**src/rtl/fft_pkg.sv**
```systemverilog
// ---------------------------------------------------------------------------
// fft_pkg
// Shared definitions for the radix-2 DIT FFT sequencer:
//   fft_seq_state_t : sequencer FSM states
//   calc_sw/calc_jw : stage-index and butterfly-index width derivation
//   bitrev          : low nbits of v in reversed order (load addressing)
//   N, HALF_N, SW   : values for the default FFT length (N_LOG2_DEF)
// ---------------------------------------------------------------------------
package fft_pkg;

   typedef enum logic [2:0] {
      ST_IDLE    = 3'd0,
      ST_LOAD    = 3'd1,
      ST_COMPUTE = 3'd2,
      ST_DRAIN   = 3'd3,
      ST_OUTPUT  = 3'd4,
      ST_DONE    = 3'd5
   } fft_seq_state_t;

   // Stage index width: max(1, clog2(n_log2)).
   function automatic int unsigned calc_sw(input int unsigned n_log2);
      return ($clog2(n_log2) < 1) ? 1 : $clog2(n_log2);
   endfunction

   // Butterfly-index / twiddle-index width: max(1, n_log2-1).
   function automatic int unsigned calc_jw(input int unsigned n_log2);
      return (n_log2 > 1) ? n_log2 - 1 : 1;
   endfunction

   // Reverses the low nbits of v; higher result bits are zero.
   function automatic logic [31:0] bitrev(input logic [31:0] v, input int unsigned nbits);
      logic [31:0] r;
      r = '0;
      for (int unsigned i = 0; i < 32; i++) begin
         if (i < nbits) begin
            r = (r << 1) | ((v >> i) & 32'd1);
         end
      end
      return r;
   endfunction

   localparam int unsigned N_LOG2_DEF = 3;
   localparam int unsigned N          = 2 ** N_LOG2_DEF;
   localparam int unsigned HALF_N     = N / 2;
   localparam int unsigned SW         = calc_sw(N_LOG2_DEF);

endpackage

```
**src/rtl/fft_seq_ctrl_if.sv**
```systemverilog
// ---------------------------------------------------------------------------
// fft_seq_ctrl_if
// Bundles the sequencer's control, load, butterfly-issue and read-out
// signals. Modport master is the sequencer, modport slave is its environment.
//   start/busy/fft_done          : frame control
//   in_valid/in_ready/in_wr_*    : input stream and RAM write port
//   bf_valid/bf_addr_*/bf_tw_addr/stage : butterfly issue
//   out_ready/out_rd_*/out_last  : RAM read port and output stream
// Build option FFT_BFP_SCALE_EN adds ovf_in, bf_scale and blk_exp.
// ---------------------------------------------------------------------------
interface fft_seq_ctrl_if import fft_pkg::*; #(
   parameter int unsigned N_LOG2 = N_LOG2_DEF
);
   localparam int unsigned STW = calc_sw(N_LOG2);
   localparam int unsigned JW  = calc_jw(N_LOG2);

   logic              start;
   logic              busy;
   logic              fft_done;

   logic              in_valid;
   logic              in_ready;
   logic              in_wr_en;
   logic [N_LOG2-1:0] in_wr_addr;

   logic              bf_valid;
   logic [N_LOG2-1:0] bf_addr_a;
   logic [N_LOG2-1:0] bf_addr_b;
   logic [JW-1:0]     bf_tw_addr;
   logic [STW-1:0]    stage;

   logic              out_ready;
   logic              out_rd_en;
   logic [N_LOG2-1:0] out_rd_addr;
   logic              out_last;

`ifdef FFT_BFP_SCALE_EN
   logic              ovf_in;
   logic              bf_scale;
   logic [STW:0]      blk_exp;

   modport master (
      input  start, in_valid, out_ready, ovf_in,
      output busy, fft_done, in_ready, in_wr_en, in_wr_addr,
             bf_valid, bf_addr_a, bf_addr_b, bf_tw_addr, stage,
             out_rd_en, out_rd_addr, out_last, bf_scale, blk_exp
   );
   modport slave (
      output start, in_valid, out_ready, ovf_in,
      input  busy, fft_done, in_ready, in_wr_en, in_wr_addr,
             bf_valid, bf_addr_a, bf_addr_b, bf_tw_addr, stage,
             out_rd_en, out_rd_addr, out_last, bf_scale, blk_exp
   );
`else
   modport master (
      input  start, in_valid, out_ready,
      output busy, fft_done, in_ready, in_wr_en, in_wr_addr,
             bf_valid, bf_addr_a, bf_addr_b, bf_tw_addr, stage,
             out_rd_en, out_rd_addr, out_last
   );
   modport slave (
      output start, in_valid, out_ready,
      input  busy, fft_done, in_ready, in_wr_en, in_wr_addr,
             bf_valid, bf_addr_a, bf_addr_b, bf_tw_addr, stage,
             out_rd_en, out_rd_addr, out_last
   );
`endif

endinterface

```
**src/rtl/fft_bf_addr_gen.sv**
```systemverilog
// ---------------------------------------------------------------------------
// fft_bf_addr_gen
// Combinational butterfly address generator for an in-place radix-2 DIT FFT.
//   stage : stage index s
//   j     : butterfly index within the stage, 0..N/2-1
//   a     : upper operand address = grp*2*half + pos  (half = 2**s)
//   b     : lower operand address = a + half
//   tw    : twiddle index = pos << (N_LOG2-1-s)
// ---------------------------------------------------------------------------
module fft_bf_addr_gen import fft_pkg::*; #(
   parameter  int unsigned N_LOG2 = N_LOG2_DEF,
   localparam int unsigned STW    = calc_sw(N_LOG2),
   localparam int unsigned JW     = calc_jw(N_LOG2)
) (
   input  logic [STW-1:0]    stage,
   input  logic [JW-1:0]     j,
   output logic [N_LOG2-1:0] a,
   output logic [N_LOG2-1:0] b,
   output logic [JW-1:0]     tw
);

   logic [N_LOG2-1:0] jx;
   logic [N_LOG2-1:0] half;
   logic [N_LOG2-1:0] mask;
   logic [N_LOG2-1:0] pos;
   logic [N_LOG2-1:0] tw_full;
   logic [STW-1:0]    tw_shift;

   // grp*2*half is the group bits of j moved up by one position, so the
   // address is formed by masking and shifting instead of multiplying.
   always_comb begin
      jx       = N_LOG2'(j);
      half     = N_LOG2'(1) << stage;
      mask     = half - N_LOG2'(1);
      pos      = jx & mask;
      a        = ((jx & ~mask) << 1) | pos;
      b        = a | half;
      tw_shift = STW'(N_LOG2 - 1) - stage;
      tw_full  = pos << tw_shift;
      tw       = JW'(tw_full);
   end

endmodule

```
**src/rtl/fft_seq_ctrl.sv**
```systemverilog
// ---------------------------------------------------------------------------
// fft_seq_ctrl
// Sequencer for an in-place radix-2 DIT FFT: loads N samples in bit-reversed
// order, issues every butterfly of every stage (with a BF_LAT drain gap
// between stages), then reads results out in natural order.
// Ports:
//   clk   : rising-edge clock
//   reset : asynchronous, active-high
//   bus   : fft_seq_ctrl_if.master (control, load, butterfly and read ports)
// Parameters: N_LOG2 (log2 FFT length), BF_LAT (butterfly latency, >= 1).
// Build option FFT_BFP_SCALE_EN adds block-floating-point scaling
// (ovf_in, bf_scale, blk_exp).
// ---------------------------------------------------------------------------
module fft_seq_ctrl import fft_pkg::*; #(
   parameter int unsigned N_LOG2 = N_LOG2_DEF,
   parameter int unsigned BF_LAT = 2
) (
   input logic           clk,
   input logic           reset,
   fft_seq_ctrl_if.master bus
);

   localparam int unsigned N_PTS  = 2 ** N_LOG2;
   localparam int unsigned N_BFLY = N_PTS / 2;
   localparam int unsigned STW    = calc_sw(N_LOG2);
   localparam int unsigned JW     = calc_jw(N_LOG2);
   localparam int unsigned DW     = (BF_LAT > 1) ? $clog2(BF_LAT) : 1;

   localparam logic [N_LOG2-1:0] CNT_LAST   = N_LOG2'(N_PTS - 1);
   localparam logic [JW-1:0]     J_LAST     = JW'(N_BFLY - 1);
   localparam logic [STW-1:0]    STAGE_LAST = STW'(N_LOG2 - 1);
   localparam logic [DW-1:0]     D_LAST     = DW'(BF_LAT - 1);

   fft_seq_state_t    state, state_n;
   logic [N_LOG2-1:0] cnt, cnt_n;     // load index in LOAD, read index in OUTPUT
   logic [JW-1:0]     j, j_n;         // butterfly index within the stage
   logic [STW-1:0]    stg, stg_n;     // current stage
   logic [DW-1:0]     dcnt, dcnt_n;   // drain cycle counter

   logic [N_LOG2-1:0] ag_a;
   logic [N_LOG2-1:0] ag_b;
   logic [JW-1:0]     ag_tw;

   fft_bf_addr_gen #(.N_LOG2(N_LOG2)) u_addr_gen (
      .stage (stg),
      .j     (j),
      .a     (ag_a),
      .b     (ag_b),
      .tw    (ag_tw)
   );

   always_ff @(posedge clk or posedge reset) begin
      if (reset) begin
         state <= ST_IDLE;
         cnt   <= '0;
         j     <= '0;
         stg   <= '0;
         dcnt  <= '0;
      end else begin
         state <= state_n;
         cnt   <= cnt_n;
         j     <= j_n;
         stg   <= stg_n;
         dcnt  <= dcnt_n;
      end
   end

   always_comb begin
      state_n  = state;
      cnt_n    = cnt;
      j_n      = j;
      stg_n    = stg;
      dcnt_n   = dcnt;

      bus.busy        = (state != ST_IDLE);
      bus.fft_done    = 1'b0;
      bus.in_ready    = 1'b0;
      bus.in_wr_en    = 1'b0;
      bus.in_wr_addr  = '0;
      bus.bf_valid    = 1'b0;
      bus.bf_addr_a   = '0;
      bus.bf_addr_b   = '0;
      bus.bf_tw_addr  = '0;
      bus.stage       = stg;
      bus.out_rd_en   = 1'b0;
      bus.out_rd_addr = '0;
      bus.out_last    = 1'b0;

      case (state)
         ST_IDLE: begin
            if (bus.start) begin
               state_n = ST_LOAD;
               cnt_n   = '0;
               stg_n   = '0;
            end
         end

         ST_LOAD: begin
            bus.in_ready   = 1'b1;
            bus.in_wr_en   = bus.in_valid;
            bus.in_wr_addr = N_LOG2'(bitrev(32'(cnt), N_LOG2));
            if (bus.in_valid) begin
               if (cnt == CNT_LAST) begin
                  state_n = ST_COMPUTE;
                  cnt_n   = '0;
                  j_n     = '0;
                  stg_n   = '0;
               end else begin
                  cnt_n = cnt + N_LOG2'(1);
               end
            end
         end

         ST_COMPUTE: begin
            bus.bf_valid   = 1'b1;
            bus.bf_addr_a  = ag_a;
            bus.bf_addr_b  = ag_b;
            bus.bf_tw_addr = ag_tw;
            if (j == J_LAST) begin
               state_n = ST_DRAIN;
               j_n     = '0;
               dcnt_n  = '0;
            end else begin
               j_n = j + JW'(1);
            end
         end

         // The gap lets the last write-backs of this stage land before the
         // next stage reads them.
         ST_DRAIN: begin
            if (dcnt == D_LAST) begin
               dcnt_n = '0;
               if (stg == STAGE_LAST) begin
                  state_n = ST_OUTPUT;
                  cnt_n   = '0;
               end else begin
                  state_n = ST_COMPUTE;
                  stg_n   = stg + STW'(1);
               end
            end else begin
               dcnt_n = dcnt + DW'(1);
            end
         end

         ST_OUTPUT: begin
            bus.out_rd_addr = cnt;
            bus.out_rd_en   = bus.out_ready;
            bus.out_last    = bus.out_ready && (cnt == CNT_LAST);
            if (bus.out_ready) begin
               if (cnt == CNT_LAST) begin
                  state_n = ST_DONE;
                  cnt_n   = '0;
               end else begin
                  cnt_n = cnt + N_LOG2'(1);
               end
            end
         end

         ST_DONE: begin
            bus.fft_done = 1'b1;
            state_n      = ST_IDLE;
         end

         default: begin
            state_n = ST_IDLE;
         end
      endcase
   end

`ifdef FFT_BFP_SCALE_EN
   logic           ovf_flag, ovf_flag_n;
   logic           scale_r, scale_n;
   logic [STW:0]   exp_r, exp_n;
   logic           ovf_any;

   always_ff @(posedge clk or posedge reset) begin
      if (reset) begin
         ovf_flag <= 1'b0;
         scale_r  <= 1'b0;
         exp_r    <= '0;
      end else begin
         ovf_flag <= ovf_flag_n;
         scale_r  <= scale_n;
         exp_r    <= exp_n;
      end
   end

   // An overflow seen on the final drain cycle still counts for the stage,
   // so the hand-over uses the flag merged with the live ovf_in.
   always_comb begin
      ovf_flag_n = ovf_flag;
      scale_n    = scale_r;
      exp_n      = exp_r;
      ovf_any    = ovf_flag | bus.ovf_in;

      case (state)
         ST_IDLE: begin
            if (bus.start) begin
               ovf_flag_n = 1'b0;
               scale_n    = 1'b0;
               exp_n      = '0;
            end
         end
         ST_COMPUTE: begin
            ovf_flag_n = ovf_any;
         end
         ST_DRAIN: begin
            if (state_n == ST_COMPUTE) begin
               scale_n    = ovf_any;
               ovf_flag_n = 1'b0;
               if (ovf_any) begin
                  exp_n = exp_r + (STW + 1)'(1);
               end
            end else if (state_n == ST_OUTPUT) begin
               // last-stage overflow has no following stage to scale
               scale_n    = 1'b0;
               ovf_flag_n = 1'b0;
            end else begin
               ovf_flag_n = ovf_any;
            end
         end
         default: begin
         end
      endcase
   end

   assign bus.bf_scale = scale_r;
   assign bus.blk_exp  = exp_r;
`endif

endmodule

```
**src/flat_wrapper.sv**
```systemverilog
// flat-port wrapper written by rule: the top's interface ports become plain ports
module fft_seq_ctrl_flat import fft_pkg::*;
#(
   parameter int unsigned N_LOG2 = N_LOG2_DEF,
   parameter int unsigned BF_LAT = 2
)
  (clk, reset, bus_start, bus_in_valid, bus_out_ready, bus_busy, bus_fft_done, bus_in_ready, bus_in_wr_en, bus_in_wr_addr, bus_bf_valid, bus_bf_addr_a, bus_bf_addr_b, bus_bf_tw_addr, bus_stage, bus_out_rd_en, bus_out_rd_addr, bus_out_last);
  fft_seq_ctrl_if #(.N_LOG2(N_LOG2)) bus_i ();
  input logic clk;
  input logic reset;
  input wire logic [$bits(bus_i.start)-1:0] bus_start;
  input wire logic [$bits(bus_i.in_valid)-1:0] bus_in_valid;
  input wire logic [$bits(bus_i.out_ready)-1:0] bus_out_ready;
  output wire logic [$bits(bus_i.busy)-1:0] bus_busy;
  output wire logic [$bits(bus_i.fft_done)-1:0] bus_fft_done;
  output wire logic [$bits(bus_i.in_ready)-1:0] bus_in_ready;
  output wire logic [$bits(bus_i.in_wr_en)-1:0] bus_in_wr_en;
  output wire logic [$bits(bus_i.in_wr_addr)-1:0] bus_in_wr_addr;
  output wire logic [$bits(bus_i.bf_valid)-1:0] bus_bf_valid;
  output wire logic [$bits(bus_i.bf_addr_a)-1:0] bus_bf_addr_a;
  output wire logic [$bits(bus_i.bf_addr_b)-1:0] bus_bf_addr_b;
  output wire logic [$bits(bus_i.bf_tw_addr)-1:0] bus_bf_tw_addr;
  output wire logic [$bits(bus_i.stage)-1:0] bus_stage;
  output wire logic [$bits(bus_i.out_rd_en)-1:0] bus_out_rd_en;
  output wire logic [$bits(bus_i.out_rd_addr)-1:0] bus_out_rd_addr;
  output wire logic [$bits(bus_i.out_last)-1:0] bus_out_last;
  assign bus_i.start = bus_start;
  assign bus_i.in_valid = bus_in_valid;
  assign bus_i.out_ready = bus_out_ready;
  assign bus_busy = bus_i.busy;
  assign bus_fft_done = bus_i.fft_done;
  assign bus_in_ready = bus_i.in_ready;
  assign bus_in_wr_en = bus_i.in_wr_en;
  assign bus_in_wr_addr = bus_i.in_wr_addr;
  assign bus_bf_valid = bus_i.bf_valid;
  assign bus_bf_addr_a = bus_i.bf_addr_a;
  assign bus_bf_addr_b = bus_i.bf_addr_b;
  assign bus_bf_tw_addr = bus_i.bf_tw_addr;
  assign bus_stage = bus_i.stage;
  assign bus_out_rd_en = bus_i.out_rd_en;
  assign bus_out_rd_addr = bus_i.out_rd_addr;
  assign bus_out_last = bus_i.out_last;
  fft_seq_ctrl #(.N_LOG2(N_LOG2), .BF_LAT(BF_LAT)) u_core (.clk(clk), .reset(reset), .bus(bus_i));
endmodule
```
**config.mk**
```make
export PLATFORM = sky130hd
export DESIGN_NAME = fft_seq_ctrl_flat
export DESIGN_NICKNAME = d
export VERILOG_FILES = /design/src/rtl/fft_pkg.sv /design/src/rtl/fft_seq_ctrl_if.sv /design/src/rtl/fft_bf_addr_gen.sv /design/src/rtl/fft_seq_ctrl.sv /design/src/flat_wrapper.sv
export SDC_FILE = /design/constraint.sdc
export NUM_CORES = 1
export LEC_CHECK = 0
export BUFFER_PORTS_ARGS = -buffer_cell sky130_fd_sc_hd__buf_2
export CORE_MARGIN = 2
export CORE_UTILIZATION = 35
export CTS_BUF_LIST = sky130_fd_sc_hd__clkbuf_8
export CTS_CLUSTER_DIAMETER = 120
export DETAILED_ROUTE_END_ITERATION = 10
export GPL_ROUTABILITY_DRIVEN = 0
export PLACE_DENSITY = 0.58
export SLEW_MARGIN = 20
export SYNTH_ARGS = -nofsm -noshare
export SYNTH_HDL_FRONTEND = slang
export SYNTH_SLANG_ARGS = --single-unit
```
**constraint.sdc**
```tcl
create_clock -name clk -period 2.8 [get_ports clk]
set_clock_uncertainty 0.05 [all_clocks]
set_input_delay 0.14 -clock clk [delete_from_list [all_inputs] [get_ports clk]]
set_output_delay 0.14 -clock clk [all_outputs]
set_load 0.1 [all_outputs]
```
==> load_flow_metrics.sql <==
INSERT INTO impl_metrics (metric_group, metric, value, unit) VALUES
('outcome', 'run_status', 'complete, no violations', ''),
('clock_network', 'clockRootBuffer', 'sky130_fd_sc_hd__clkbuf_8', ''),
('worst_setup_path', 'ff2ff_setup_slack', '0.87', 'ns'),
('die', 'start_util', '37.7', '%'),
('synth', 'synth_compound_gate_area_share', '16.4', '%'),
('sta', 'timing.hold.ws', '0.300', 'ns'),
('worst_setup_path', 'beginning_of_the_worst_register_to_register_path', 'u_core.state[2]', ''),
('sta', 'final_setup_fails', '0', ''),
('global_route', 'grt_pass1_wl', '3850', 'um'),
('placed_design', 'io_buffers', '27', ''),
('clock_network', 'resized_gates_after_cts', '0', ''),
('route', 'drcViolationCount', '0', ''),
('synth', 'synth_area_per_cell', '8.90', 'sq um'),
('global_route', 'grt_usage', '15.1', '%'),
('sta', 'worst-slew-pin-transition', '0.574', 'ns'),
('synth', 'ys_top_cells_by_area', 'sky130_fd_sc_hd__dfrtp_1 (29%), sky130_fd_sc_hd__ha_1 (7.9%), sky130_fd_sc_hd__and2_1 (5.9%), sky130_fd_sc_hd__mux2_4 (4.7%), sky130_fd_sc_hd__inv_1 (3.2%)', ''),
('final_layout', 'antenna_cells_inserted', '0', ''),
('clock_network', 'cts-root-to-sink-buffers', '2', ''),
('clock_network', 'htree_num_levels', '1', ''),
('synth', 'post_synth_fa_ha_maj_area_fraction', '7.88', '%'),
('sta', 'max_freq', '399', 'MHz'),
('clock_network', 'clkLatencyLatePin', '0.23', 'ns'),
('final_layout', 'multi_input_area', '664', 'sq um'),
('sta', 'hold_viol_final', '0', ''),
('route', 'wirelength', '2240', 'um'),
('die', 'io-pin-count', '28', ''),
('final_layout', 'nNetsFinal', '148', ''),
('worst_setup_path', 'startpoint_type', 'flip-flop', ''),
('synth', 'syn-cell-area', '952', 'sq um'),
('synth', 'synth.ff_latch_count', '11', ''),
('sta', 'period_share', '89.5', '%'),
('synth', 'async_reset_ff_share', '100', '%'),
('synth', 'share_of_yosys_cell_area_claimed_by_the_top_area_cell_type', '28.9', '%'),
('clock_network', 'post-cts-setup-buffer-count', '0', ''),
('route', 'routed_via_density', '5.32', ''),
('synth', 'ys_types', '43', ''),
('worst_setup_path', 'criticalPathCategory', 'flip-flop to output port', ''),
('sta', 'slew_viol_final', '0', ''),
('worst_setup_path', 'worst_r2r_path_depth', '4', ''),
('die', 'cell_row_count', '18', ''),
('die', 'dieArea', '0.00315', 'sq mm'),
('route', 'route.detailed.wl_per_inst', '13.5', 'um'),
('worst_hold_path', 'hold_class', 'input port to flip-flop', ''),
('final_layout', 'syn2layout_area_growth', '28.5', '%'),
('worst_setup_path', 'crit_arrival', '2.32', 'ns'),
('worst_setup_path', 'worstPathMaxFanout', '13', ''),
('synth', 'synthesis.instances', '107', ''),
('worst_setup_path', 'cp.required', '2.61', 'ns'),
('route', 'detail_route.first_pass.iterations', '4', ''),
('clock_network', 'clkSinkCount', '11', ''),
('final_layout', 'nFillCells', '240', ''),
('synth', 'synth_top_area_cell', 'sky130_fd_sc_hd__dfrtp_1', ''),
('final_layout', 'finalCoreUtilization', '48.5', '%'),
('worst_setup_path', 'crit_path_cell_trace', 'and2b_1 > nand2b_1 > inv_2 > nand2_1 > nor3_2 > buf_2', ''),
('worst_hold_path', 'worst_hold_path.num_cells', '5', ''),
('global_route', 'antenna_found_initial', '0', ''),
('synth', 'synth_top_family_by_area', 'simple AND/OR/NAND/NOR gates', ''),
('worst_setup_path', 'worst_setup_path_end_kind', 'output port', ''),
('final_layout', 'final_design_area_no_fill', '0.00122', 'sq mm'),
('sta', 'post-route-min-period', '2.51', 'ns'),
('global_route', 'via_count_of_the_first_global_routing_pass', '880', ''),
('sta', 'rsz0062_at_grt', 'no', ''),
('route', 'detailroute.via_count', '883', ''),
('synth', 'yosys_most_used_dff', 'sky130_fd_sc_hd__dfrtp_1', ''),
('final_layout', 'drive_above_1_share', '37.5', '%'),
('clock_network', 'numCtsBuffers', '3', ''),
('worst_hold_path', 'hold_path_end', 'u_core.j[0]', ''),
('die', 'dieHeight', '56.2', 'um'),
('sta', 'setup-tns-final', '0', 'ns'),
('synth', 'post_synth_and_or_nand_nor_area_fraction', '29.4', '%'),
('synth', 'post_synth_most_frequent_cells', 'sky130_fd_sc_hd__dfrtp_1 (11), sky130_fd_sc_hd__and2_1 (9), sky130_fd_sc_hd__inv_1 (8), sky130_fd_sc_hd__nand2_1 (8)', '');
[sequential cells by signal (all words and copies together) (netlist names)]
name,flops
u_core.bus.stage,2
u_core.cnt,3
u_core.dcnt,1
u_core.j,2
u_core.state,3
[per-stage QoR]
stage | cells | setup slack [ns]
floorplan | 107 | -0.663
global placement | 161 | 0.561
detailed placement | 161 | 0.531
CTS | 166 | 0.277
global route | 166 | 0.117
finish | 166 | 0.293
[how the worst max path moves through the flow]
stage                     slack (ns)                start                 to  depth (start not counted)
final                           0.29      u_core.state[2]  bus_bf_tw_addr[0]                          6
after global routing            0.12      u_core.state[2]  bus_bf_tw_addr[0]                          6
after CTS                       0.28      u_core.state[2]  bus_bf_tw_addr[0]                          6
after detailed placement        0.53      u_core.state[2]  bus_bf_tw_addr[0]                          6
after global placement          0.56      u_core.state[2]  bus_bf_tw_addr[0]                          6
after floorplan                -0.66  u_core.bus.stage[1]   bus_bf_addr_b[2]                          2
[critical path, delay by kind of cell, from the launching register on]
kind | cells | cell delay [ns]
flops | 1 | 0.54
simple gates | 4 | 0.92
buf+inv | 2 | 0.62
[layer usage]
metal  vias up  GRT usage [%]  share of wire [%]
li1        439              -                  -
met1       418           18.2                 44
met2        22           25.4                 50
met3         4           3.02                5.8
met4         0           7.14               0.85
met5         -              0                  0
[logic make-up after synthesis]
family / Yosys count
flops: 11
simple gates: 46
buf+inv: 15
fa+ha+maj: 6
mux: 6
xor+xnor: 2
compound gates: 21
[cells in the final DEF, fill, tap and decap left out, drive strengths merged, types with 5 or more instances in the layout]
cell,count
ha,6
dfrtp,11
inv,10
and2,9
a21oi,5
nand2,8
buf,30
o21ai,5
nor2,6
nand3,5
[layout make-up]
class | count | area share [%]
Sequential cell | 11 | 22.5
Timing Repair Buffer | 31 | 13.7
Inverter | 9 | 2.76
Clock buffer | 3 | 3.37
Multi-Input combinational cell | 81 | 54.3
Tap cell | 30 | 3.07
Clock inverter | 1 | 0.307
Power is not shown: default switching activity piles up to over one toggle a cycle in this logic, so the estimate is an artifact.
